**config.mk**
```make
export PLATFORM = sky130hd
export DESIGN_NAME = univ_sh_rgst
export DESIGN_NICKNAME = d
export VERILOG_FILES = /design/src/rtl/univ_sh_rgst.sv
export SDC_FILE = /design/constraint.sdc
export NUM_CORES = 1
export LEC_CHECK = 0
export ABC_AREA = 1
export CORE_ASPECT_RATIO = 2
export CORE_UTILIZATION = 40
export CTS_CLUSTER_SIZE = 14
export DETAILED_ROUTE_END_ITERATION = 10
export MAX_ROUTING_LAYER = met4
export PLACE_DENSITY_LB_ADDON = 0.12
export SYNTH_ARGS = -nofsm -noshare
export SYNTH_HDL_FRONTEND = slang
export SYNTH_SLANG_ARGS = --single-unit
export TNS_END_PERCENT = 5
```
**constraint.sdc**
```tcl
create_clock -name clk -period 2.49 [get_ports clk]
set_clock_uncertainty 0.2 [all_clocks]
set_input_delay 0.498 -clock clk [delete_from_list [all_inputs] [get_ports clk]]
set_output_delay 0.498 -clock clk [all_outputs]
set_load 0.03 [all_outputs]
```
**src/rtl/univ_sh_rgst.sv**
```systemverilog
// Universal shift register: parallel load, single-step shifts in three fill modes,
// and a multi-cycle "shift N times" command with busy/done status.
module univ_sh_rgst #(
    parameter int WIDTH = 16,
    parameter int CW    = $clog2(WIDTH + 1)
) (
    input  logic             clk,
    input  logic             rst_b,
    input  logic [WIDTH-1:0] d,
    input  logic             ld,
    input  logic             sh,
    input  logic             dir,
    input  logic [1:0]       mode,
    input  logic             sh_in,
    input  logic             start,
    input  logic [CW-1:0]    cnt,
    output logic [WIDTH-1:0] q,
    output logic             sh_out,
    output logic             busy,
    output logic             done,
    output logic [1:0]       state_dbg
);

    // Handshake: start is accepted on any edge where busy=0 (IDLE or DONE);
    // busy stays high for exactly cnt edges, then done is high for one cycle.
    // ld/sh/start presented while busy=1 are dropped, not queued.

    typedef enum logic [1:0] {
        IDLE = 2'd0,
        RUN  = 2'd1,
        DONE = 2'd2
    } state_t;

    state_t         state;
    logic           dir_l;
    logic [1:0]     mode_l;
    logic [CW-1:0]  rem;

    // Returns {bit shifted out, next register value} for one step.
    function automatic logic [WIDTH:0] step(
        input logic [WIDTH-1:0] cur,
        input logic             sdir,
        input logic [1:0]       smode,
        input logic             sin
    );
        logic fill;
        if (!sdir) begin
            case (smode)
                2'b01:   fill = 1'b0;
                2'b10:   fill = cur[WIDTH-1];
                default: fill = sin;
            endcase
            step = {cur[WIDTH-1], cur[WIDTH-2:0], fill};
        end else begin
            case (smode)
                2'b01:   fill = cur[WIDTH-1];
                2'b10:   fill = cur[0];
                default: fill = sin;
            endcase
            step = {cur[0], fill, cur[WIDTH-1:1]};
        end
    endfunction

    always_ff @(posedge clk or negedge rst_b) begin
        if (!rst_b) begin
            state  <= IDLE;
            q      <= '0;
            sh_out <= 1'b0;
            busy   <= 1'b0;
            done   <= 1'b0;
            dir_l  <= 1'b0;
            mode_l <= 2'b00;
            rem    <= '0;
        end else begin
            case (state)
                RUN: begin
                    {sh_out, q} <= step(q, dir_l, mode_l, sh_in);
                    rem         <= rem - 1'b1;
                    if (rem == CW'(1)) begin
                        state <= DONE;
                        busy  <= 1'b0;
                        done  <= 1'b1;
                    end
                end
                default: begin
                    if (start) begin
                        dir_l  <= dir;
                        mode_l <= mode;
                        rem    <= cnt;
                        if (cnt == '0) begin
                            state <= DONE;
                            busy  <= 1'b0;
                            done  <= 1'b1;
                        end else begin
                            state <= RUN;
                            busy  <= 1'b1;
                            done  <= 1'b0;
                        end
                    end else begin
                        if (ld) begin
                            q <= d;
                        end else if (sh) begin
                            {sh_out, q} <= step(q, dir, mode, sh_in);
                        end
                        state <= IDLE;
                        busy  <= 1'b0;
                        done  <= 1'b0;
                    end
                end
            endcase
        end
    end

    assign state_dbg = state;

endmodule

```
==> impl_metrics.toml, run 1 <==
[status]
outcome = "completed"

[floorplan]
start_util = 0.414
die_area_mm2 = 0.00558
core_area_mm2 = 0.00509
io-pin-count = 51
fp.dieW_um = 53.3
die_height_um = 105
rows = 37

[sta]
rsz0062_at_grt = "no"
slew_headroom = 0.692
worstMarginPinSlew_ns = 0.461
fin_crit_sh = 0.897
setup_viol = 0
hold_viol_final = 0
fin_hold_ws_ns = 0.306
max_freq_mhz = 448
setup_tns_ns = 0
period_needed_ns = 2.23
slew_violations = 0

[synthesis]
synth_cell_types = 25
syn_nets = 367
syn-cell-area_mm2 = 0.00211
ys_warn_count = 0
synthCells = 331
synth.avg_cell_area_um2 = 6.36
ys_seq_area_frac = 0.321
ys_seq_elements = 27

[routing]
wl_per_cell_um = 13.3
drt_iter0_markers = 37
viasPerCell = 5.12
ant_nets = 0
finalWirelength_mm = 5.74
num_vias = 2210
drtPass1Iterations = 4
drcViolationCount = 0

[placement]
place.gp.congestion = 0.826
port_buffers = 50
place_hpwl_mm = 4.17
postPlaceCellArea_mm2 = 0.00261

[worst_setup_path]
crit_buf_inv = 1
max_stage_delay_ns = 0.73
crit_chain = "clkdlybuf4s50_1"
cp_max_fo = 8
cp.required_ns = 1.79
path_class = "reg -> out"
start_kind = "flop"
crit_family = "buffers and inverters"
slowest_stage = "clkdlybuf4s50_1"
arrival_ns = 1.54
endpoint_kind = "primary output"

[power_and_ir_drop]
power_density_mw_per_mm2 = 1380
p_leak_nw = 1.40
max-vdd-ir-drop_mv = 0.905

[cts]
cts_buffers = 3
clock_latency_ns = 0.28
cts_tree = "done"
clk_pin_slew_ns = 0.10
clockBufferDepth = 2
htreeDepth = 1
ctsHoldBuffers = 0
root_buffer = "clkbuf_8"
post-cts-setup-buffers = 0
clkSinkCount = 27
post_cts_resized = 0

[finish]
final_util = 0.522
final_area_mm2 = 0.00266
diodes = 0
area_growth_pct = 26.2
layout-drive-gt1-share = 0.0561
fillerInstances = 560
regArea_um2 = 676
nets = 411
multiInputGateArea_mm2 = 0.00111

[global_route]
overflow = 0
antenna_found_initial = 0
grt_max_degree = 38
grt_pass1_wl_mm = 9.43
track_usage = 0.232
first_global_vias = 2038

[min_path]
min_path_type = "reg -> reg"

[run]
cap_violations = 0
## stage by stage
stage / total power, W / instances / setup WS (ns)
after floorplan: 0.00273 / 331 / 0.985
after global placement: 0.00341 / 428 / 0.307
after detailed placement: 0.00344 / 428 / 0.290
after CTS: 0.00371 / 432 / 0.249
after global routing: 0.00407 / 432 / 0.219
final: 0.00368 / 432 / 0.257
## logic make-up after synthesis
family,Yosys count,share of synthesized area
XOR/XNOR,1,0.00416
buffers and inverters,69,0.150
AND/OR/NAND/NOR,138,0.263
adder cells (fa/ha/maj),6,0.0356
flip-flops,27,0.321
AO/OA/AOI/OAI,90,0.226
## cell usage in the layout (no fill, tap or decap), drive strengths merged
cell / count
dfrtp: 27
nand2: 113
nor3: 1
o221ai: 1
nand4: 1
o211ai: 3
a21oi: 20
buf: 8
inv: 50
clkbuf: 4
clkdlybuf4s50: 50
o21ai: 64
nor2: 11
a31oi: 2
xor2: 1
nand3: 12
ha: 6
## per-layer routing
metal / wire length [um] / vias to the layer above / GRT usage / share of wire
li1: - / 1134 / - / -
met1: 2310 / 1012 / 0.260 / 0.40
met2: 3110 / 55 / 0.408 / 0.54
met3: 200 / 9 / 0.0218 / 0.035
met4: 118 / 0 / 0.0771 / 0.021
met5: 0 / - / - / 0
## cell type report
type,instances,area share
timing repair buffer,58,0.211
tap,58,0.0273
sequential,27,0.254
multi-input combinational,235,0.419
clock buffer,4,0.0169
inverter,50,0.0716
## cell usage after synthesis
library cell  number  area [um2]
nand2_1          112         420
inv_1             45         169
o21ai_0           41         205
dfrtp_1           27         676
o21ai_1           22         110
a21oi_1           20         100
nand3_1           11        55.1
nor2_1             9        33.8
buf_2              8        40.0
buf_4              6        45.0
ha_1               6        75.1
inv_2              4        15.0
buf_6              3        33.8
o211ai_1           3        22.5
a31oi_1            2        12.5
clkbuf_1           2        7.51
nor2_2             2        12.5
inv_4              1        6.26
nand2_4            1        11.3
nand3_2            1        10.0
nand4_1            1        6.26
nor3_1             1        5.00
o21ai_4            1        16.3
o221ai_1           1        8.76
xor2_1             1        8.76
## registers in the layout, summed over array words and instances, names as in the netlist
name       cells
q             16
mode_l         2
state_dbg      1
sh_out         1
rem            5
dir_l          1
done           1
## path summary, 6_finish.rpt
check	end	slack (ns)	from	cells past startpoint
worst max-delay path	q[15]	0.26	q[15]$_DFFE_PN0P_	1
max in group asynchronous	q[2]$_DFFE_PN0P_	1.43	rst_b	2
worst min-delay path	rem[4]$_DFFE_PN0P_	0.31	rem[4]$_DFFE_PN0P_	2
min in group asynchronous	q[4]$_DFFE_PN0P_	0.39	rst_b	2
worst min register to register	rem[4]$_DFFE_PN0P_	0.31	rem[4]$_DFFE_PN0P_	2
worst max register to register	q[2]$_DFFE_PN0P_	0.88	done$_DFFE_PN0P_	6
## power breakdown
group          internal [W]  switching (W)
clock network      0.000115       0.000155
registers          0.000688       0.000278
logic              0.000962        0.00148
total               0.00177        0.00191
Note: power is estimated with default switching activity, not from simulation.
==> inputs of run 2 (changes only) <==
==> constraint.sdc (replaced) <==
create_clock -name clk -period 2.2 [get_ports clk]
set_clock_uncertainty 0.2 [all_clocks]
set_input_delay 0.44 -clock clk [delete_from_list [all_inputs] [get_ports clk]]
set_output_delay 0.44 -clock clk [all_outputs]
set_load 0.03 [all_outputs]
==> run 2 against run 1 <==
Non-clock buffer count unchanged. Critical path depth unchanged. Clock-buffer cell count unchanged. Final cell count unchanged. Combinational power increased by 13%. Critical path type unchanged. First-iteration DRC count increased by 38%. Die area unchanged. Worst setup slack got worse by 0.14 ns. Utilization increased by 0.29 points. Critical endpoint is now q[14].
==> impl_metrics.toml, run 2 (same netlist as run 1, synthesis figures left out) <==
[power_and_ir_drop]
p_leak_nw = 1.41
p_clk_frac = 0.071
max-vdd-ir-drop_mv = 0.920
power_frac_seq = 0.263
intPower_w = 0.00199
switching_share = 0.520
power_density_mw_per_mm2 = 1550
p_sw_w = 0.00215
p_comb_frac = 0.666

[sta]
fin_crit_sh = 0.949
worstMarginPinSlew_ns = 0.482
period_needed_ns = 2.09
slew_headroom = 0.678
setup_viol = 0
rsz0062_at_grt = "no"
max_freq_mhz = 479
slew_violations = 0
hold_viol_final = 0
setup_tns_ns = 0

[global_route]
antenna_found_initial = 0
first_global_vias = 2078
grt_max_degree = 38
track_usage = 0.227
overflow = 0
grt_pass1_wl_mm = 9.32

[finish]
diodes = 0
nets = 411
top_register = "q"
fillerInstances = 523
regArea_um2 = 676
largest_reg_flops = 16
mostFrequentLayoutCell = "nand2_1"
final_area_mm2 = 0.00267
layout-drive-gt1-share = 0.0561
multiInputGateArea_mm2 = 0.00111
largest_registers = "q: 16 flops, rem: 5 flops, mode_l: 2 flops"
area_growth_pct = 26.9
most-common-layout-cells = "nand2_1 (112), clkdlybuf4s50_1 (49), inv_1 (45), o21ai_0 (41), dfrtp_1 (27)"

[floorplan]
rows = 37
fp.dieW_um = 53.3
core_area_mm2 = 0.00509
start_util = 0.414
die_height_um = 105
io-pin-count = 51
die_area_mm2 = 0.00558

[cts]
cts_tree = "done"
clock_latency_ns = 0.27
cts_buffers = 3
clockBufferDepth = 2
clkSinkCount = 27
post_cts_resized = 0
clk_pin_slew_ns = 0.10
ctsHoldBuffers = 0
root_buffer = "clkbuf_8"
htreeDepth = 1
post-cts-setup-buffers = 0

[worst_setup_path]
max_stage_delay_ns = 0.71
crit_family = "buffers and inverters"
cp_max_fo = 6
crit_buf_inv = 1
endpoint_kind = "primary output"
start_kind = "flop"
crit_chain = "clkdlybuf4s50_1"
arrival_ns = 1.45
slowest_stage = "clkdlybuf4s50_1"
cp.required_ns = 1.56
path_class = "reg -> out"
rrSetupSlack_ns = 0.54

[placement]
postPlaceCellArea_mm2 = 0.00263
place.gp.congestion = 0.859
port_buffers = 50
place_hpwl_mm = 4.15

[routing]
ant_nets = 0
num_vias = 2208
drtPass1Iterations = 4
viasPerCell = 5.11
wl_per_cell_um = 13.2
drt_iter0_markers = 51
drcViolationCount = 0
finalWirelength_mm = 5.69

[status]
outcome = "completed"

[min_path]
min_path_type = "reg -> reg"

[run]
cap_violations = 0
## run 2: stage by stage
stage	power, W	setup WS [ns]	instances	hold WS, ns	util
2_1_floorplan	0.00309	0.703	331	-0.0556	-
3_3_place_gp	0.00383	0.144	428	0.281	0.515
3_5_place_dp	0.00387	0.141	428	0.283	0.515
4_1_cts	0.00417	0.0434	432	0.308	0.524
5_1_grt	0.00459	0.0607	432	0.317	0.525
6_report	0.00414	0.112	432	0.306	0.525
## run 2: path summary, 6_finish.rpt
| kind | start | to | cells after the start |
|---|---|---|---|
| worst max-delay path | q[14]$_DFFE_PN0P_ | q[14] | 1 |
| worst min-delay path | rem[4]$_DFFE_PN0P_ | rem[4]$_DFFE_PN0P_ | 2 |
| worst max register to register | state_dbg[0]$_DFFE_PN0P_ | rem[1]$_DFFE_PN0P_ | 6 |
| worst min register to register | rem[4]$_DFFE_PN0P_ | rem[4]$_DFFE_PN0P_ | 2 |
| max in group asynchronous | rst_b | q[12]$_DFFE_PN0P_ | 2 |
| min in group asynchronous | rst_b | q[6]$_DFFE_PN0P_ | 2 |
## run 2: metal layers
| metal | GRT usage | vias to the layer above | part of all wire |
|---|---|---|---|
| met3 | 0.0204 | 12 | 0.034 |
| met2 | 0.413 | 66 | 0.55 |
| met1 | 0.237 | 997 | 0.39 |
| li1 | - | 1133 | - |
| met4 | 0.0846 | 0 | 0.020 |
| met5 | - | - | 0 |
## run 2: final cells by class
| type | instances | share of cell area |
|---|---|---|
| Tap cell | 58 | 0.0272 |
| Inverter | 50 | 0.0712 |
| Clock buffer | 4 | 0.0169 |
| Multi-Input combinational cell | 235 | 0.417 |
| Timing Repair Buffer | 58 | 0.215 |
| Sequential cell | 27 | 0.253 |
## run 2: power groups by stage
stage	Sequential, W	Clock (W)	Combinational [W]
2_1_floorplan	0.00136	0	0.00173
6_report	0.00109	0.000296	0.00275
4_1_cts	0.00108	0.000302	0.00278
5_1_grt	0.00113	0.000322	0.00314
3_3_place_gp	0.00110	0	0.00273
3_5_place_dp	0.00110	0	0.00277
==> inputs of run 3 (changes only) <==
--- a/config.mk
+++ b/config.mk
@@ -8,6 +8,7 @@
 export ABC_AREA = 1
 export CORE_ASPECT_RATIO = 2
 export CORE_UTILIZATION = 40
+export CTS_CLUSTER_DIAMETER = 40
 export CTS_CLUSTER_SIZE = 14
 export DETAILED_ROUTE_END_ITERATION = 10
 export MAX_ROUTING_LAYER = met4
==> results of run 3 <==
Same layout as run 2: the final DEF is identical, and so are final timing and power.
